## config.mk

```make
export PLATFORM = sky130hd
export DESIGN_NAME = uart_tx_flat
export DESIGN_NICKNAME = d
export VERILOG_FILES = /design/src/rtl/uart_tx_pkg.sv /design/src/rtl/uart_tx_if.sv /design/src/rtl/uart_baud_gen.sv /design/src/rtl/uart_tx.sv /design/src/flat_wrapper.sv
export SDC_FILE = /design/constraint.sdc
export NUM_CORES = 1
export LEC_CHECK = 0
export BUFFER_PORTS_ARGS = -buffer_cell sky130_fd_sc_hd__buf_2
export CORE_MARGIN = 2
export CORE_UTILIZATION = 63
export DETAILED_ROUTE_END_ITERATION = 6
export GPL_ROUTABILITY_DRIVEN = 0
export HOLD_SLACK_MARGIN = 0.15
export PLACE_DENSITY = 0.93
export REMOVE_ABC_BUFFERS = 1
export SYNTH_ARGS = -nofsm -noshare
export SYNTH_HDL_FRONTEND = slang
export SYNTH_SLANG_ARGS = --single-unit
```

## constraint.sdc

```tcl
create_clock -name i_clk -period 4.6 [get_ports i_clk]
set_clock_uncertainty 0.15 [all_clocks]
set_input_delay 0.69 -clock i_clk [delete_from_list [all_inputs] [get_ports i_clk]]
set_output_delay 0.69 -clock i_clk [all_outputs]
set_load 0.02 [all_outputs]
```

## src/rtl/uart_tx_pkg.sv

```systemverilog
// Shared UART definitions: frame constants, transmitter state encoding, parity helper.
package uart_tx_pkg;

   localparam int unsigned DEF_CLKS_PER_BIT = 1252;
   localparam int unsigned DATA_BITS        = 8;

   typedef enum logic [2:0] {
      ST_IDLE,
      ST_START,
      ST_DATA,
      ST_PARITY,
      ST_STOP
   } tx_state_e;

   function automatic logic even_parity(input logic [DATA_BITS-1:0] d);
      return ^d;
   endfunction

endpackage

```

## src/rtl/uart_tx_if.sv

```systemverilog
// Byte-wide valid/ready source side plus serial line and status of the UART transmitter.
interface uart_tx_if;
   import uart_tx_pkg::*;

   logic [DATA_BITS-1:0] tx_data;
   logic                 tx_valid;
   logic                 tx_ready;
   logic                 tx;
   logic                 tx_busy;
   logic                 tx_done;

   modport master (
      output tx_data, tx_valid,
      input  tx_ready, tx, tx_busy, tx_done
   );

   modport slave (
      input  tx_data, tx_valid,
      output tx_ready, tx, tx_busy, tx_done
   );

endinterface

```

## src/rtl/uart_baud_gen.sv

```systemverilog
// Bit-period tick generator: counts 0..CLKS_PER_BIT-1, ticks on terminal count, sync clear.
module uart_baud_gen
   import uart_tx_pkg::*;
#(
   parameter int unsigned CLKS_PER_BIT = DEF_CLKS_PER_BIT
) (
   input  logic i_clk,
   input  logic i_rst,
   input  logic i_clr,
   output logic o_tick,
   output logic o_pre_tick
);

   localparam int unsigned W = $clog2(CLKS_PER_BIT);

   logic [W-1:0] r_cnt;

   always_ff @(posedge i_clk or posedge i_rst) begin
      if (i_rst)
         r_cnt <= '0;
      else if (i_clr || o_tick)
         r_cnt <= '0;
      else
         r_cnt <= r_cnt + W'(1);
   end

   assign o_tick     = (r_cnt == W'(CLKS_PER_BIT - 1));
   // One cycle early, so registered outputs can land on the final cycle of a bit.
   assign o_pre_tick = (r_cnt == W'(CLKS_PER_BIT - 2));

endmodule

```

## src/rtl/uart_tx.sv

```systemverilog
// 8-bit serial transmitter (idle-high, LSB first, optional even parity, 1/2 stop bits)
// with a one-byte holding register so the next byte is taken while a frame shifts out.
module uart_tx
   import uart_tx_pkg::*;
#(
   parameter int unsigned CLKS_PER_BIT = DEF_CLKS_PER_BIT,
   parameter bit          PARITY_EN    = 1'b0,
   parameter int unsigned STOP_BITS    = 1
) (
   input  logic      i_clk,
   input  logic      i_rst,
   uart_tx_if.slave  bus
);

   tx_state_e            r_state;
   logic [DATA_BITS-1:0] r_hold;
   logic                 r_hold_full;
   logic [DATA_BITS-1:0] r_shift;
   logic                 r_par;
   logic [2:0]           r_bit_idx;
   logic                 r_tx;
   logic                 r_ready;
   logic                 r_busy;
   logic                 r_done;

   logic w_tick;
   logic w_pre_tick;
   logic w_clr;
   logic w_accept;
   logic w_last_stop;
   logic w_load;

   uart_baud_gen #(.CLKS_PER_BIT(CLKS_PER_BIT)) u_baud (
      .i_clk      (i_clk),
      .i_rst      (i_rst),
      .i_clr      (w_clr),
      .o_tick     (w_tick),
      .o_pre_tick (w_pre_tick)
   );

   assign w_clr       = (r_state == ST_IDLE);
   assign w_accept    = bus.tx_valid && r_ready;
   assign w_last_stop = (r_bit_idx == 3'(STOP_BITS - 1));
   // Drain the hold from IDLE, or straight out of the final stop bit for gapless frames.
   assign w_load      = r_hold_full &&
                        ((r_state == ST_IDLE) ||
                         ((r_state == ST_STOP) && w_tick && w_last_stop));

   always_ff @(posedge i_clk or posedge i_rst) begin
      if (i_rst) begin
         r_state     <= ST_IDLE;
         r_hold      <= '0;
         r_hold_full <= 1'b0;
         r_shift     <= '0;
         r_par       <= 1'b0;
         r_bit_idx   <= '0;
         r_tx        <= 1'b1;
         r_ready     <= 1'b1;
         r_busy      <= 1'b0;
         r_done      <= 1'b0;
      end else begin
         r_done <= 1'b0;
         if (w_load) begin
            r_shift     <= r_hold;
            r_par       <= even_parity(r_hold);
            r_hold_full <= 1'b0;
            r_ready     <= 1'b1;
            r_bit_idx   <= '0;
            r_state     <= ST_START;
            r_tx        <= 1'b0;
            r_busy      <= 1'b1;
         end else begin
            unique case (r_state)
               ST_IDLE: ;
               ST_START:
                  if (w_tick) begin
                     r_state   <= ST_DATA;
                     r_bit_idx <= '0;
                     r_tx      <= r_shift[0];
                  end
               ST_DATA:
                  if (w_tick) begin
                     if (r_bit_idx == 3'(DATA_BITS - 1)) begin
                        r_bit_idx <= '0;
                        if (PARITY_EN) begin
                           r_state <= ST_PARITY;
                           r_tx    <= r_par;
                        end else begin
                           r_state <= ST_STOP;
                           r_tx    <= 1'b1;
                        end
                     end else begin
                        r_shift   <= r_shift >> 1;
                        r_tx      <= r_shift[1];
                        r_bit_idx <= r_bit_idx + 3'd1;
                     end
                  end
               ST_PARITY:
                  if (w_tick) begin
                     r_state   <= ST_STOP;
                     r_bit_idx <= '0;
                     r_tx      <= 1'b1;
                  end
               ST_STOP: begin
                  if (w_pre_tick && w_last_stop)
                     r_done <= 1'b1;
                  if (w_tick) begin
                     if (w_last_stop) begin
                        r_state   <= ST_IDLE;
                        r_bit_idx <= '0;
                        r_busy    <= 1'b0;
                     end else begin
                        r_bit_idx <= r_bit_idx + 3'd1;
                     end
                  end
               end
               default: r_state <= ST_IDLE;
            endcase
         end
         if (w_accept) begin
            r_hold      <= bus.tx_data;
            r_hold_full <= 1'b1;
            r_ready     <= 1'b0;
         end
      end
   end

   assign bus.tx_ready = r_ready;
   assign bus.tx       = r_tx;
   assign bus.tx_busy  = r_busy;
   assign bus.tx_done  = r_done;

endmodule

```

## src/flat_wrapper.sv

```systemverilog
// flat-port wrapper written by rule: the top's interface ports become plain ports
module uart_tx_flat import uart_tx_pkg::*;
#(
   parameter int unsigned CLKS_PER_BIT = DEF_CLKS_PER_BIT,
   parameter bit          PARITY_EN    = 1'b0,
   parameter int unsigned STOP_BITS    = 1
)
  (i_clk, i_rst, bus_tx_data, bus_tx_valid, bus_tx_ready, bus_tx, bus_tx_busy, bus_tx_done);
  uart_tx_if bus_i ();
  input  logic i_clk;
  input  logic i_rst;
  input wire logic [$bits(bus_i.tx_data)-1:0] bus_tx_data;
  input wire logic [$bits(bus_i.tx_valid)-1:0] bus_tx_valid;
  output wire logic [$bits(bus_i.tx_ready)-1:0] bus_tx_ready;
  output wire logic [$bits(bus_i.tx)-1:0] bus_tx;
  output wire logic [$bits(bus_i.tx_busy)-1:0] bus_tx_busy;
  output wire logic [$bits(bus_i.tx_done)-1:0] bus_tx_done;
  assign bus_i.tx_data = bus_tx_data;
  assign bus_i.tx_valid = bus_tx_valid;
  assign bus_tx_ready = bus_i.tx_ready;
  assign bus_tx = bus_i.tx;
  assign bus_tx_busy = bus_i.tx_busy;
  assign bus_tx_done = bus_i.tx_done;
  uart_tx #(.CLKS_PER_BIT(CLKS_PER_BIT), .PARITY_EN(PARITY_EN), .STOP_BITS(STOP_BITS)) u_core (.i_clk(i_clk), .i_rst(i_rst), .bus(bus_i));
endmodule
```

==> results.cfg <==
[critical_path]
cp.arrival_ns = 2.94
slowest_delay_ns = 0.58
cp_top_family = simple AND/OR/NAND/NOR gates
rr_worst_depth = 4
ff2ff_setup_slack_ns = 1.75
cp_data_required_time_ns = 4.69
worstReg2RegStart = u_core.u_baud.r_cnt[3]
crit_chain = or4b_4, o41ai_2, nand3_1, a311o_1
critPathKind = reg -> reg
cp_max_fo = 11
slowest_stage = or4b_4
path_buf_inv = 0
setup.worst_path.start_class = flop
worstReg2RegEnd = u_core.r_shift[0]
end_kind = flop

[floorplanning]
num_rows = 20
die_area_um2 = 3620
ios = 15
die_h_um = 60.2
initial_utilization = 0.657
die_x_um = 60.2
core_area_um2 = 3030

[drt]
dr.pass1.iters = 4
vias = 1393
wl_per_cell_um = 16.8
routed_via_density = 6.03
routed_wl_mm = 3.89
ant_nets = 0
drc = 0
drtIter0Drc = 82

[finish]
nets = 202
fin_util = 0.711
num_antenna_cells = 0
synthToLayoutAreaGrowth_pct = 8.31
drive_gt1_frac = 0.273

[clock_tree]
cts_tree = done
cts_buffers = 5
clk_path_buf_depth = 2
clkSinkCount = 38
cts_hold_buf = 0
ctsResizeCount = 0
insertion_delay_ns = 0.35
cts.clk_slew.worst_paths_ns = 0.12
cts_root_buf = clkbuf_4
cts_max_level = 2
post-cts-setup-buffers = 0

[grt]
first_global_vias = 1440
grt_pass1_wl_mm = 6.64
grtUsageTotal = 0.253
grt_max_degree = 39
gr-total-overflow = 0
grt_antenna_before_repair = 0

[synth]
synth_edf_count = 0
syn_area_per_cell_um2 = 11.7
ys_ff_latch = 38
synthFlopType = dfrtp_1
synth_area_um2 = 1990
async_reset_ff_frac = 1.00
ys_warn_count = 0
synth_cell_types = 44
synth_cells = 170
yosysSeqAreaShare = 0.480

[timing]
tightest_slew_ns = 0.644
final_max_slew_viol_count = 0
clock.fmax_mhz = 351
hold_slack_ns = 0.295
setup_violations = 0
setup_tns_ns = 0
relSlewSlack = 0.569
period_share = 0.619
rsz0062_at_grt = false
hold_viol_final = 0
fin_ws_ns = 1.75
fin_crit_ns = 2.85

[pwr]
vdd_drop_max_mv = 0.391
netSwitchingPower_mw = 0.327
combPwrFrac = 0.280
power_frac_seq = 0.537
power_density_nw_per_um2 = 465
intPower_mw = 0.675
sw_frac_of_total = 0.326
p_leak_nw = 0.989
pwr-share-clk = 0.183
fin_total_pwr_mw = 1.00

[worst_hold_path]
min_path_type = in -> async

[run_status]
status = finished clean

[place]
place_ws_ns = 1.81
dpl.hpwl_mm = 2.85
numPortBuffers = 14

[job]
cap_violations = 0
[cell usage after synthesis (all sizes together) (2+ instances only)]
| cell | n | share of area |
|---|---|---|
| xor2 | 5 | 0.022 |
| xnor2 | 4 | 0.018 |
| nor3 | 3 | 0.0075 |
| nor4b | 2 | 0.0088 |
| nor4bb | 2 | 0.010 |
| nand3 | 8 | 0.020 |
| nand2 | 9 | 0.017 |
| a21oi | 3 | 0.0075 |
| clkbuf | 4 | 0.0075 |
| ha | 5 | 0.031 |
| inv | 6 | 0.011 |
| o21ai | 3 | 0.0075 |
| and3 | 2 | 0.0063 |
| or4b | 2 | 0.012 |
| dfrtp | 36 | 0.45 |
| nand3b | 4 | 0.015 |
| nor2 | 17 | 0.032 |
| mux2 | 21 | 0.14 |
| dfstp | 2 | 0.026 |
| mux2i | 3 | 0.015 |
| nor3b | 2 | 0.0075 |
| a311o | 2 | 0.010 |
| o31ai | 2 | 0.0075 |
| nand2b | 2 | 0.0063 |
| o41ai | 2 | 0.013 |
| nand4 | 4 | 0.013 |
| buf | 2 | 0.0082 |
[per-layer routing]
metal / global-route usage / up-vias / share of wire
met5: 0 / - / 0
met4: 0.0857 / 0 / 0.010
met3: 0.0519 / 5 / 0.046
met2: 0.416 / 37 / 0.52
met1: 0.332 / 702 / 0.43
li1: - / 649 / -
[cell families (layout without fill, tap and decap cells)]
family	Yosys count	count (layout)	share of synthesized area
buf+inv	12	29	0.0271
simple gates	63	63	0.189
flops	38	38	0.480
mux	24	24	0.157
fa+ha+maj	5	5	0.0315
compound gates	19	19	0.0768
xor+xnor	9	9	0.0396
[power by group through the flow]
stage | registers, mW | logic (mW) | clock network [mW]
finish | 0.538 | 0.280 | 0.184
CTS | 0.535 | 0.282 | 0.186
detailed placement | 0.542 | 0.279 | 0
floorplan | 0.514 | 0.223 | 0
global placement | 0.525 | 0.263 | 0
global route | 0.550 | 0.304 | 0.199
[layout by cell type, fill, tap and decap left out, types with 2 or more instances in the layout]
cell type and n:
a21oi_1 3, a311o_1 2, and3_1 2, buf_2 14
clkbuf_4 5, dfrtp_1 36, dfstp_2 2, ha_1 5
inv_1 6, mux2_2 9, mux2_4 12, mux2i_1 3
nand2_1 9, nand2b_1 2, nand3_1 8, nand3b_1 4
nand4_1 4, nor2_1 17, nor3_1 3, nor3b_1 2
nor4b_1 2, nor4bb_1 2, o21ai_0 3, o31ai_1 2
xnor2_1 4, xor2_1 5
[final cells by class]
type	instances	area, um2
multi-input cells	120	981
flip-flops and latches	38	953
fillers	226	875
repair buffers	15	77.6
well taps	44	55.1
clock buffers	6	51.3
inverters	6	22.5
clock inverters	2	12.5
[worst max path at each step]
stage / to / from / depth (start not counted)
after floorplan: u_core.r_shift[1] / u_core.r_bit_idx[0] / 6
after global placement: u_core.r_shift[4] / u_core.r_bit_idx[0] / 6
after detailed placement: u_core.r_shift[5] / u_core.r_bit_idx[0] / 6
after CTS: u_core.r_shift[5] / u_core.r_bit_idx[0] / 6
after global routing: u_core.r_shift[0] / u_core.u_baud.r_cnt[2] / 4
final: u_core.r_shift[0] / u_core.u_baud.r_cnt[3] / 4
[through the flow]
step                      instances  instance area [um2]
after floorplan                 164                 1960
after global placement          223                 2090
after detailed placement        223                 2090
after CTS                       231                 2150
after global routing            231                 2150
final                           231                 2150
[state kept, by name, indices dropped and copies added (netlist names)]
| register | flops |
|---|---|
| u_core.u_baud.r_cnt | 11 |
| u_core.bus.tx | 1 |
| u_core.r_hold_full | 1 |
| u_core.bus.tx_done | 1 |
| u_core.r_bit_idx | 3 |
| u_core.r_state | 3 |
| u_core.bus.tx_ready | 1 |
| u_core.r_shift | 8 |
| u_core.bus.tx_busy | 1 |
| u_core.r_hold | 8 |
[worst register-to-register path: cells and delay by family (launching register included)]
family | cells | cell delay, ns
DFF | 1 | 0.45
and+or+nand+nor | 2 | 1.16
AOI/OAI and AO/OA | 2 | 0.99
Power figures use the tool's default switching activity.
